$ cat src/rtl/time_counter_if.sv
// Purpose: groups the time_counter control inputs and BCD digit/pulse outputs.
// master: the driver of the inputs and reader of the outputs (testbench / system side).
// slave : the time_counter core.
interface time_counter_if;
    logic       slow_clk_i;
    logic       set_en_i;
    logic       inc_min_i;
    logic       inc_hour_i;
    logic [1:0] hour_t_o;
    logic [3:0] hour_u_o;
    logic [2:0] min_t_o;
    logic [3:0] min_u_o;
    logic [2:0] sec_t_o;
    logic [3:0] sec_u_o;
    logic       tick_o;
    logic       day_wrap_o;

    modport master (
        output slow_clk_i, set_en_i, inc_min_i, inc_hour_i,
        input  hour_t_o, hour_u_o, min_t_o, min_u_o, sec_t_o, sec_u_o,
               tick_o, day_wrap_o
    );

    modport slave (
        input  slow_clk_i, set_en_i, inc_min_i, inc_hour_i,
        output hour_t_o, hour_u_o, min_t_o, min_u_o, sec_t_o, sec_u_o,
               tick_o, day_wrap_o
    );
endinterface

$ cat src/rtl/time_counter.sv
// Purpose: 24-hour BCD timekeeping core. Counts seconds on rising edges of the
// divided slow clock in RUN mode; in SET mode holds seconds at 00 and advances
// minutes/hours on debounced pushbutton rising edges.
// Ports:
//   clk_i  - system clock
//   rst_i  - asynchronous active-high reset
//   bus    - time_counter_if.slave: slow_clk_i, set_en_i, inc_min_i, inc_hour_i in;
//            hour/min/sec BCD digits, tick_o, day_wrap_o out (all registered)
module time_counter #(
    parameter int unsigned SYNC_STAGES = 2
) (
    input  logic          clk_i,
    input  logic          rst_i,
    time_counter_if.slave bus
);

    localparam int unsigned N_IN = 3;
    localparam int unsigned IDX_SLOW = 0;
    localparam int unsigned IDX_MIN  = 1;
    localparam int unsigned IDX_HOUR = 2;

    typedef enum logic {
        ST_RUN = 1'b0,
        ST_SET = 1'b1
    } state_t;

    logic [N_IN-1:0]                  w_in;
    logic [SYNC_STAGES-1:0][N_IN-1:0] r_sync;
    logic [N_IN-1:0]                  r_hist;
    logic [N_IN-1:0]                  w_edge;

    state_t r_state;
    state_t w_state_next;

    logic [1:0] r_hour_t, w_hour_t;
    logic [3:0] r_hour_u, w_hour_u;
    logic [2:0] r_min_t,  w_min_t;
    logic [3:0] r_min_u,  w_min_u;
    logic [2:0] r_sec_t,  w_sec_t;
    logic [3:0] r_sec_u,  w_sec_u;
    logic       r_tick,   w_tick;
    logic       r_wrap,   w_wrap;

    assign w_in[IDX_SLOW] = bus.slow_clk_i;
    assign w_in[IDX_MIN]  = bus.inc_min_i;
    assign w_in[IDX_HOUR] = bus.inc_hour_i;

    // Synchronizer chains plus history flop; reset high so a level already
    // high at reset release is not seen as a rising edge.
    always_ff @(posedge clk_i or posedge rst_i) begin
        if (rst_i) begin
            r_sync <= '1;
            r_hist <= '1;
        end else begin
            r_sync <= {r_sync[SYNC_STAGES-2:0], w_in};
            r_hist <= r_sync[SYNC_STAGES-1];
        end
    end

    assign w_edge = r_sync[SYNC_STAGES-1] & ~r_hist;

    // Mode state register
    always_ff @(posedge clk_i or posedge rst_i) begin
        if (rst_i) begin
            r_state <= ST_RUN;
        end else begin
            r_state <= w_state_next;
        end
    end

    // Digit registers and output pulses
    always_ff @(posedge clk_i or posedge rst_i) begin
        if (rst_i) begin
            r_hour_t <= '0;
            r_hour_u <= '0;
            r_min_t  <= '0;
            r_min_u  <= '0;
            r_sec_t  <= '0;
            r_sec_u  <= '0;
            r_tick   <= 1'b0;
            r_wrap   <= 1'b0;
        end else begin
            r_hour_t <= w_hour_t;
            r_hour_u <= w_hour_u;
            r_min_t  <= w_min_t;
            r_min_u  <= w_min_u;
            r_sec_t  <= w_sec_t;
            r_sec_u  <= w_sec_u;
            r_tick   <= w_tick;
            r_wrap   <= w_wrap;
        end
    end

    // Next-state and next-digit logic
    always_comb begin
        w_state_next = bus.set_en_i ? ST_SET : ST_RUN;
        w_hour_t     = r_hour_t;
        w_hour_u     = r_hour_u;
        w_min_t      = r_min_t;
        w_min_u      = r_min_u;
        w_sec_t      = r_sec_t;
        w_sec_u      = r_sec_u;
        w_tick       = 1'b0;
        w_wrap       = 1'b0;

        case (r_state)
            ST_RUN: begin
                if (w_edge[IDX_SLOW]) begin
                    w_tick = 1'b1;
                    if (r_sec_u < 4'd9) begin
                        w_sec_u = r_sec_u + 4'd1;
                    end else begin
                        w_sec_u = 4'd0;
                        if (r_sec_t < 3'd5) begin
                            w_sec_t = r_sec_t + 3'd1;
                        end else begin
                            w_sec_t = 3'd0;
                            if (r_min_u < 4'd9) begin
                                w_min_u = r_min_u + 4'd1;
                            end else begin
                                w_min_u = 4'd0;
                                if (r_min_t < 3'd5) begin
                                    w_min_t = r_min_t + 3'd1;
                                end else begin
                                    w_min_t = 3'd0;
                                    // 23 -> 00 closes the day
                                    if (r_hour_t >= 2'd2 && r_hour_u >= 4'd3) begin
                                        w_hour_t = 2'd0;
                                        w_hour_u = 4'd0;
                                        w_wrap   = 1'b1;
                                    end else if (r_hour_u >= 4'd9) begin
                                        w_hour_u = 4'd0;
                                        w_hour_t = r_hour_t + 2'd1;
                                    end else begin
                                        w_hour_u = r_hour_u + 4'd1;
                                    end
                                end
                            end
                        end
                    end
                end
            end
            ST_SET: begin
                // Seconds pinned to 00; slow edges dropped; buttons never carry.
                w_sec_t = 3'd0;
                w_sec_u = 4'd0;
                if (w_edge[IDX_MIN]) begin
                    if (r_min_u < 4'd9) begin
                        w_min_u = r_min_u + 4'd1;
                    end else begin
                        w_min_u = 4'd0;
                        w_min_t = (r_min_t < 3'd5) ? r_min_t + 3'd1 : 3'd0;
                    end
                end
                if (w_edge[IDX_HOUR]) begin
                    if (r_hour_t >= 2'd2 && r_hour_u >= 4'd3) begin
                        w_hour_t = 2'd0;
                        w_hour_u = 4'd0;
                    end else if (r_hour_u >= 4'd9) begin
                        w_hour_u = 4'd0;
                        w_hour_t = r_hour_t + 2'd1;
                    end else begin
                        w_hour_u = r_hour_u + 4'd1;
                    end
                end
            end
            default: begin
                w_state_next = ST_RUN;
            end
        endcase
    end

    assign bus.hour_t_o   = r_hour_t;
    assign bus.hour_u_o   = r_hour_u;
    assign bus.min_t_o    = r_min_t;
    assign bus.min_u_o    = r_min_u;
    assign bus.sec_t_o    = r_sec_t;
    assign bus.sec_u_o    = r_sec_u;
    assign bus.tick_o     = r_tick;
    assign bus.day_wrap_o = r_wrap;

endmodule

$ cat src/flat_wrapper.sv
// flat-port wrapper written by rule: the top's interface ports become plain ports
module time_counter_flat 
#(
    parameter int unsigned SYNC_STAGES = 2
)
  (clk_i, rst_i, bus_slow_clk_i, bus_set_en_i, bus_inc_min_i, bus_inc_hour_i, bus_hour_t_o, bus_hour_u_o, bus_min_t_o, bus_min_u_o, bus_sec_t_o, bus_sec_u_o, bus_tick_o, bus_day_wrap_o);
  time_counter_if bus_i ();
  input  logic clk_i;
  input  logic rst_i;
  input wire logic [$bits(bus_i.slow_clk_i)-1:0] bus_slow_clk_i;
  input wire logic [$bits(bus_i.set_en_i)-1:0] bus_set_en_i;
  input wire logic [$bits(bus_i.inc_min_i)-1:0] bus_inc_min_i;
  input wire logic [$bits(bus_i.inc_hour_i)-1:0] bus_inc_hour_i;
  output wire logic [$bits(bus_i.hour_t_o)-1:0] bus_hour_t_o;
  output wire logic [$bits(bus_i.hour_u_o)-1:0] bus_hour_u_o;
  output wire logic [$bits(bus_i.min_t_o)-1:0] bus_min_t_o;
  output wire logic [$bits(bus_i.min_u_o)-1:0] bus_min_u_o;
  output wire logic [$bits(bus_i.sec_t_o)-1:0] bus_sec_t_o;
  output wire logic [$bits(bus_i.sec_u_o)-1:0] bus_sec_u_o;
  output wire logic [$bits(bus_i.tick_o)-1:0] bus_tick_o;
  output wire logic [$bits(bus_i.day_wrap_o)-1:0] bus_day_wrap_o;
  assign bus_i.slow_clk_i = bus_slow_clk_i;
  assign bus_i.set_en_i = bus_set_en_i;
  assign bus_i.inc_min_i = bus_inc_min_i;
  assign bus_i.inc_hour_i = bus_inc_hour_i;
  assign bus_hour_t_o = bus_i.hour_t_o;
  assign bus_hour_u_o = bus_i.hour_u_o;
  assign bus_min_t_o = bus_i.min_t_o;
  assign bus_min_u_o = bus_i.min_u_o;
  assign bus_sec_t_o = bus_i.sec_t_o;
  assign bus_sec_u_o = bus_i.sec_u_o;
  assign bus_tick_o = bus_i.tick_o;
  assign bus_day_wrap_o = bus_i.day_wrap_o;
  time_counter #(.SYNC_STAGES(SYNC_STAGES)) u_core (.clk_i(clk_i), .rst_i(rst_i), .bus(bus_i));
endmodule
$ cat config.mk
export PLATFORM = sky130hd
export DESIGN_NAME = time_counter_flat
export DESIGN_NICKNAME = d
export VERILOG_FILES = /design/src/rtl/time_counter_if.sv /design/src/rtl/time_counter.sv /design/src/flat_wrapper.sv
export SDC_FILE = /design/constraint.sdc
export NUM_CORES = 1
export LEC_CHECK = 0
export BUFFER_PORTS_ARGS = -buffer_cell sky130_fd_sc_hd__buf_4
export CAP_MARGIN = 20
export CORE_ASPECT_RATIO = 1.25
export CORE_UTILIZATION = 50
export DETAILED_ROUTE_END_ITERATION = 10
export PLACE_DENSITY = 0.73
export SYNTH_ARGS = -nofsm -noshare
export SYNTH_HDL_FRONTEND = slang
export SYNTH_SLANG_ARGS = --single-unit
$ cat constraint.sdc
create_clock -name clk_i -period 4 [get_ports clk_i]
set_input_delay 0.4 -clock clk_i [delete_from_list [all_inputs] [get_ports clk_i]]
set_output_delay 0.4 -clock clk_i [all_outputs]
set_load 0.005 [all_outputs]
==> out/metrics.yaml, run 1 <==
critical_path:
  crit_path_end: "u_core.bus.min_t_o[0]$_DFFE_PP0P_"
  critPathRequiredTime_ps: 4210
  path_class: "flip-flop to flip-flop"
  worstPathMaxFanout: 11
  rr_worst_depth: 5
  worstPathArrival_ps: 2240
  crit_start: "u_core.r_hist[0]$_DFF_PP1_"
  cpPeakStageDelay_ps: 530
  cp_cell_sequence: "and2b_1 -> a31oi_2 -> nand2b_1 -> nor2_1 -> mux2_1"
  r2r_slack_ps: 1970
  startpoint_type: "flip-flop"
  rr_startpoint: "u_core.r_hist[0]$_DFF_PP1_"
  endpoint_kind: "flip-flop"
  critical_path.slowest_cell: "dfstp_2"
  r2r-end: "u_core.bus.min_t_o[0]$_DFFE_PP0P_"
clocking:
  root_buffer: "clkbuf_4"
  clock_sinks: 32
  htreeDepth: 2
  cts_hold_buf: 0
  post_cts_buffers: 0
  ctsResizeCount: 0
  cts.path.max_buffers: 2
  cts_inserted_buffers: 5
  cts_tree: "yes"
  clk-insertion-delay-late_ps: 320
  clk_pin_slew_ps: 100
yosys:
  ys_async_sr_fraction_pct: 100
  synth-seq-cells: 32
  syn-cell-area_um2: 1570
  ys.flop_type: "dfrtp_1"
  synthMostInstantiatedCell: "dfrtp_1"
  synth_top_area_share_pct: 36.7
  synth_nets: 159
  ys_top_cells_by_count: "dfrtp_1 (23), nand2_1 (13), ha_1 (10), inv_1 (10)"
  yosysSeqAreaShare_pct: 51.8
  synth_cells: 143
  synth_area_leader_cell: "dfrtp_1"
  yosysWarnings: 0
  synth_edf_count: 0
  synth.distinct_cells: 44
  syn_avg_cell_area_um2: 11.0
  synth_area_leaders: "dfrtp_1 (37%), dfstp_2 (15%), ha_1 (8.0%)"
floorplanning:
  ios: 28
  core-area_um2: 2970
  die_h_um: 64.6
  dieArea_um2: 3360
  initial_utilization_pct: 52.7
  rows: 22
  fp.dieW_um: 52.1
timing:
  report.final.hold_viol_count: 0
  report.final.setup_viol: 0
  worst_slack_ps: 1970
  slew_headroom_pct: 73.9
  min_period_ps: 2030
  max_freq_mhz: 494
  fin_crit_sh_pct: 50.7
  drv_slew: 0
  tightest_slew_ps: 391
  rsz0062_at_grt: "false"
  setup_tns_ps: 0
  skew_ps: 10.9
layout:
  finalInstanceArea_um2: 1860
  fin_cells: 213
  antenna_cells: 0
  area_delta_synth_final_pct: 18.9
  drive_gt1_share_pct: 28.8
  nNetsFinal: 192
job:
  drv_cap: 0
routing:
  drt_iter0_drc: 21
  via_count: 1150
  wire_per_inst_um: 13.4
  firstDrtPassIters: 4
  viasPerCell: 5.40
  routed_wl_um: 2850
  remaining_drc_errors: 0
  antenna_left: 0
power:
  p_seq_share_pct: 52.4
  powerDensity_nw_per_um2: 410
  p_clk_share_pct: 24.1
  swShare_pct: 29.3
  peakVddDrop_mv: 0.268
  totalPowerFinal_uw: 764
  power_switching_uw: 224
  power.internal_uw: 540
  combPwrFrac_pct: 23.5
  leakage_uw: 0.000887
global_route:
  grt_max_degree: 33
  grt_use_total_pct: 20.7
  grt_pass1_vias: 1160
  grt_pass1_wl_um: 5000
  overflow: 0
  grt_antenna_before_repair: 0
placed_design:
  io_buffers: 27
  routabilityCongestion: 0.771
  place_area_um2: 1800
  hpwl_um: 2130
  post-place-ws_ps: 1940
  dp.cells: 205
status:
  status: "complete, no violations"
worst_hold_path:
  min_path_type: "input port to asynchronous set/reset pin"
==> state kept, by name, summed over array words and instances, names as in the netlist <==
name / cells
u_core.bus.sec_u_o: 4
u_core.bus.hour_t_o: 2
u_core.r_hist: 3
u_core.bus.tick_o: 1
u_core.r_state: 1
u_core.r_sync: 6
u_core.bus.min_u_o: 4
u_core.bus.sec_t_o: 3
u_core.bus.day_wrap_o: 1
u_core.bus.hour_u_o: 4
u_core.bus.min_t_o: 3
==> worst max-delay path: cells and delay by family, from the launching register on <==
family	cells	cell delay (ps)
and+or+nand+nor	3	750
DFF	1	530
AOI/OAI and AO/OA	1	330
muxes	1	330
==> power by group through the flow <==
stage | Combinational, uW | Sequential (uW) | Clock, uW
finish | 179 | 400 | 184
CTS | 183 | 400 | 197
global placement | 174 | 403 | 0
global route | 203 | 408 | 207
floorplan | 106 | 401 | 0
detailed placement | 183 | 406 | 0
==> logic make-up (layout without fill, tap and decap cells) <==
kind of cell	Yosys count	count (layout)	share of synthesized area, %
adders and majority gates	10	10	7.99
muxes	5	5	3.43
and+or+nand+nor	47	47	15.8
buffers and inverters	14	48	4.95
DFF	32	32	51.8
AOI/OAI and AO/OA	35	35	16.0
==> metal layers <==
layer	vias up	GRT usage [%]	part of all wire, %
met4	0	11.1	2.1
met2	23	36.9	54
met1	553	21.5	40
li1	570	-	-
met3	4	4.93	3.4
met5	-	0	0
==> cells in the final DEF, fill, tap and decap left out, types with 2 or more instances in the layout <==
cell | synthesis | routed
nor3_1 | 2 | 2
dfrtp_1 | 23 | 23
a21oi_1 | 8 | 8
and2_1 | 2 | 2
mux2i_1 | 2 | 2
o31ai_1 | 2 | 2
or3b_1 | 2 | 2
dfstp_2 | 9 | 9
nand3_1 | 4 | 4
clkbuf_1 | 0 | 2
o21ai_1 | 4 | 4
inv_1 | 10 | 10
buf_4 | 0 | 28
a31oi_1 | 2 | 2
ha_1 | 10 | 10
nand2_1 | 13 | 13
mux2_1 | 3 | 3
nand2b_1 | 5 | 5
nor2_1 | 9 | 9
clkbuf_4 | 0 | 5
nor4b_1 | 2 | 2
o21ai_0 | 6 | 6
==> worst min path at each step <==
stage                     slack [ps]                           endpoint
after floorplan                  350         u_core.r_sync[3]$_DFF_PP1_
after global placement           350         u_core.r_sync[3]$_DFF_PP1_
after detailed placement         350         u_core.r_sync[4]$_DFF_PP1_
after CTS                        150  u_core.bus.sec_u_o[3]$_DFFE_PP0N_
after global routing             160         u_core.r_sync[0]$_DFF_PP1_
final                            150  u_core.bus.sec_t_o[0]$_DFFE_PP0P_
==> stage by stage <==
stage,utilization (%),hold WS [ps]
6_report,62.6,154
5_1_grt,62.6,160
3_3_place_gp,60.6,346
2_1_floorplan,-,345
3_5_place_dp,60.6,349
4_1_cts,62.6,145
==> cell type report <==
| type | instances | area, um^2 |
|---|---|---|
| inverter | 12 | 58.8 |
| fill | 243 | 1110 |
| timing repair buffer | 28 | 210 |
| multi-input combinational | 97 | 677 |
| sequential | 32 | 812 |
| tap | 36 | 45.0 |
| clock buffer | 8 | 58.8 |
(Power assumes the default switching activity.)
==> run 2: changes to the inputs <==
Settings changed: ABC_AREA from default to 1, PLACE_DENSITY 0.73 to 0.75.
Clock period 4 ns to 1.8 ns, I/O delays scaled along.
==> run 2 against run 1 <==
- sequential share of layout area down 3.7 points
- core utilization up 4.6 points
- final cell count up 22%
- sequential cell count unchanged
- critical path depth up 5
- non-clock buffer count up 5
- register-to-register slack worse by 1800 ps
- largest power group unchanged
- highest routed layer unchanged
==> out/metrics.yaml, run 2 <==
layout:
  layout_commonest_cell: "nand2_1"
  regMostFlops: "u_core.r_sync"
  fin_cells: 260
  mostFrequentLayoutCells: "nand2_1 (45), buf_4 (28), dfrtp_1 (22)"
  antenna_cells: 0
  area_delta_synth_final_pct: 23.4
  nNetsFinal: 239
  largest_reg_flops: 6
  drive_gt1_share_pct: 30.4
  final_util_pct: 67.3
power:
  p_seq_share_pct: 45.9
  swShare_pct: 33.2
  leakage_uw: 0.00105
  power.internal_uw: 1360
  combPwrFrac_pct: 27.2
  power_switching_uw: 675
  peakVddDrop_mv: 0.725
  powerDensity_nw_per_um2: 997
  p_clk_share_pct: 26.9
clocking:
  cts.path.max_buffers: 2
  clk-insertion-delay-late_ps: 340
  clock_sinks: 32
  cts_tree: "yes"
  cts_inserted_buffers: 5
  htreeDepth: 2
  clk_pin_slew_ps: 100
  root_buffer: "clkbuf_4"
  post_cts_buffers: 0
routing:
  via_count: 1351
  wire_per_inst_um: 11.9
  drt_iter0_drc: 30
  antenna_left: 0
  firstDrtPassIters: 4
  remaining_drc_errors: 0
  viasPerCell: 5.20
  routed_wl_um: 3090
critical_path:
  cpPeakStageDelay_ps: 430
  rr_startpoint: "u_core.bus.sec_u_o[0]$_DFFE_PP0N_"
  worstPathArrival_ps: 1830
  path_delay_family: "simple AND/OR/NAND/NOR gates"
  cp_cell_sequence: "inv_1 -> ha_1 -> nand2_1 -> nand2_1 -> nand2_1 -> nand2_4 -> nor2_8 -> nand2_4 -> nand2_1 -> o21ai_2"
  critical_path.slowest_cell: "dfrtp_2"
  path_class: "flip-flop to flip-flop"
  r2r-end: "u_core.bus.min_u_o[0]$_DFFE_PP0P_"
  startpoint_type: "flip-flop"
  critPathBufInv: 1
  worstPathMaxFanout: 9
  crit_top_cell: "nand2_1"
  rr_worst_depth: 10
  critPathRequiredTime_ps: 2030
  crit_start: "u_core.bus.sec_u_o[0]$_DFFE_PP0N_"
  cp.depth: 10
  endpoint_kind: "flip-flop"
  r2r_slack_ps: 210
global_route:
  overflow: 0
  grt_use_total_pct: 21.4
  grt_pass1_vias: 1339
  grt_max_degree: 33
  grt_antenna_before_repair: 0
  grt_pass1_wl_um: 5500
job:
  drv_cap: 0
yosys:
  synth-seq-cells: 32
  synth-simple-area-share_pct: 25.1
  ys_top_cells_by_count: "nand2_1 (45), dfrtp_1 (23), inv_1 (20), nor2_1 (15), nand3_1 (14)"
  synth_mux_area_share_pct: 0
  synthMostInstantiatedCell: "nand2_1"
  synth_top_area_share_pct: 34.9
  syn_avg_cell_area_um2: 9.02
  synth_nets: 199
  synth_xor_area_share_pct: 2.65
  yosysSeqAreaShare_pct: 49.2
  synth_fa_ha_area_share_pct: 7.58
  synth.distinct_cells: 24
  ys.flop_type: "dfrtp_1"
  synth_edf_count: 0
  syn-cell-area_um2: 1650
  synth_area_leaders: "dfrtp_1 (35%), dfstp_2 (14%), nand2_1 (10%)"
  ys_async_sr_fraction_pct: 100
  synth_cells: 183
  synth_compound_area_share_pct: 9.55
  synth_top_family_by_area: "simple AND/OR/NAND/NOR gates"
  yosysWarnings: 0
  synth_area_leader_cell: "dfrtp_1"
placed_design:
  io_buffers: 27
  hpwl_um: 2230
  routabilityCongestion: 0.714
  dp.cells: 247
timing:
  max_freq_mhz: 627
  slew_headroom_pct: 74.1
  report.final.hold_viol_count: 0
  fin_crit_sh_pct: 88.6
  rsz0062_at_grt: "false"
  report.final.setup_viol: 0
  drv_slew: 0
  tightest_slew_ps: 389
  holdWs_ps: 363
  min_period_ps: 1590
  skew_ps: 9.80
  setup_tns_ps: 0
floorplanning:
  core-area_um2: 3030
  dieArea_um2: 3540
  rows: 22
  fp.dieW_um: 53.4
  die_h_um: 66.2
  initial_utilization_pct: 54.5
  ios: 28
status:
  status: "complete, no violations"
worst_hold_path:
  min_path_type: "flip-flop to flip-flop"
  hold_end: "u_core.r_sync[3]$_DFF_PP1_"
  hold_depth: 0
  hold_start: "u_core.r_sync[0]$_DFF_PP1_"
-- run 2: cell count changes after synthesis, sizes merged, moves of 3 or more --
cell,before,now
a21oi,8,4
nand2b,6,0
nand2,14,49
xor2,0,4
nor2,9,16
nand4,1,6
nand3,4,15
mux2,3,0
o21ai,11,17
a31oi,3,0
inv,10,26
-- run 2: layout make-up --
cell class | count | area [um^2]
clock buffer | 5 | 37.5
clock inverter | 3 | 42.5
fill | 266 | 991
inverter | 26 | 97.6
multi-input combinational | 125 | 741
sequential | 32 | 813
tap | 36 | 45.0
timing repair buffer | 33 | 260
-- run 2: metrics by stage --
stage               worst slack, ps  total power (uW)  instance area (um^2)
floorplan                       329              1280                  1650
global placement                238              1460                  1910
detailed placement              172              1490                  1910
CTS                             144              2060                  2040
global route                   48.8              2180                  2040
finish                          205              2030                  2040
-- run 2: kinds of logic after synthesis --
logic type	after synthesis
AOI/OAI and AO/OA	22
xor gates and xnor gates	5
adders and majority gates	10
buffers and inverters	26
DFF	32
and+or+nand+nor	88
-- run 2: timing repair --
action	CTS	global route
endpoints found under the setup margin	0	2
endpoints found under the hold margin	27	0
resized for setup	0	1
hold buffers	5	0
-- run 2: how the worst max path moves through the flow --
stage / end / slack (ps)
global placement: u_core.bus.min_u_o[0]$_DFFE_PP0P_ / 240
detailed placement: u_core.bus.min_u_o[0]$_DFFE_PP0P_ / 170
global route: u_core.bus.min_u_o[0]$_DFFE_PP0P_ / 50
floorplan: u_core.bus.min_u_o[2]$_DFFE_PP0P_ / 330
finish: u_core.bus.min_u_o[0]$_DFFE_PP0P_ / 210
CTS: u_core.bus.min_u_o[0]$_DFFE_PP0P_ / 140
-- run 2: power groups by stage --
stage          Clock (uW)  Sequential [uW]  Combinational, uW
6_report              546              932                553
5_1_grt               600              950                635
4_1_cts               562              932                562
3_5_place_dp            0              944                547
3_3_place_gp            0              933                526
2_1_floorplan           0              928                356
-- run 2: per-layer routing --
metal / part of all wire, % / track usage, % / vias up
met5: 0 / 0 / -
met4: 2.6 / 10.2 / 0
met3: 4.0 / 4.83 / 9
met2: 52 / 35.8 / 31
met1: 41 / 25.2 / 648
li1: - / - / 663
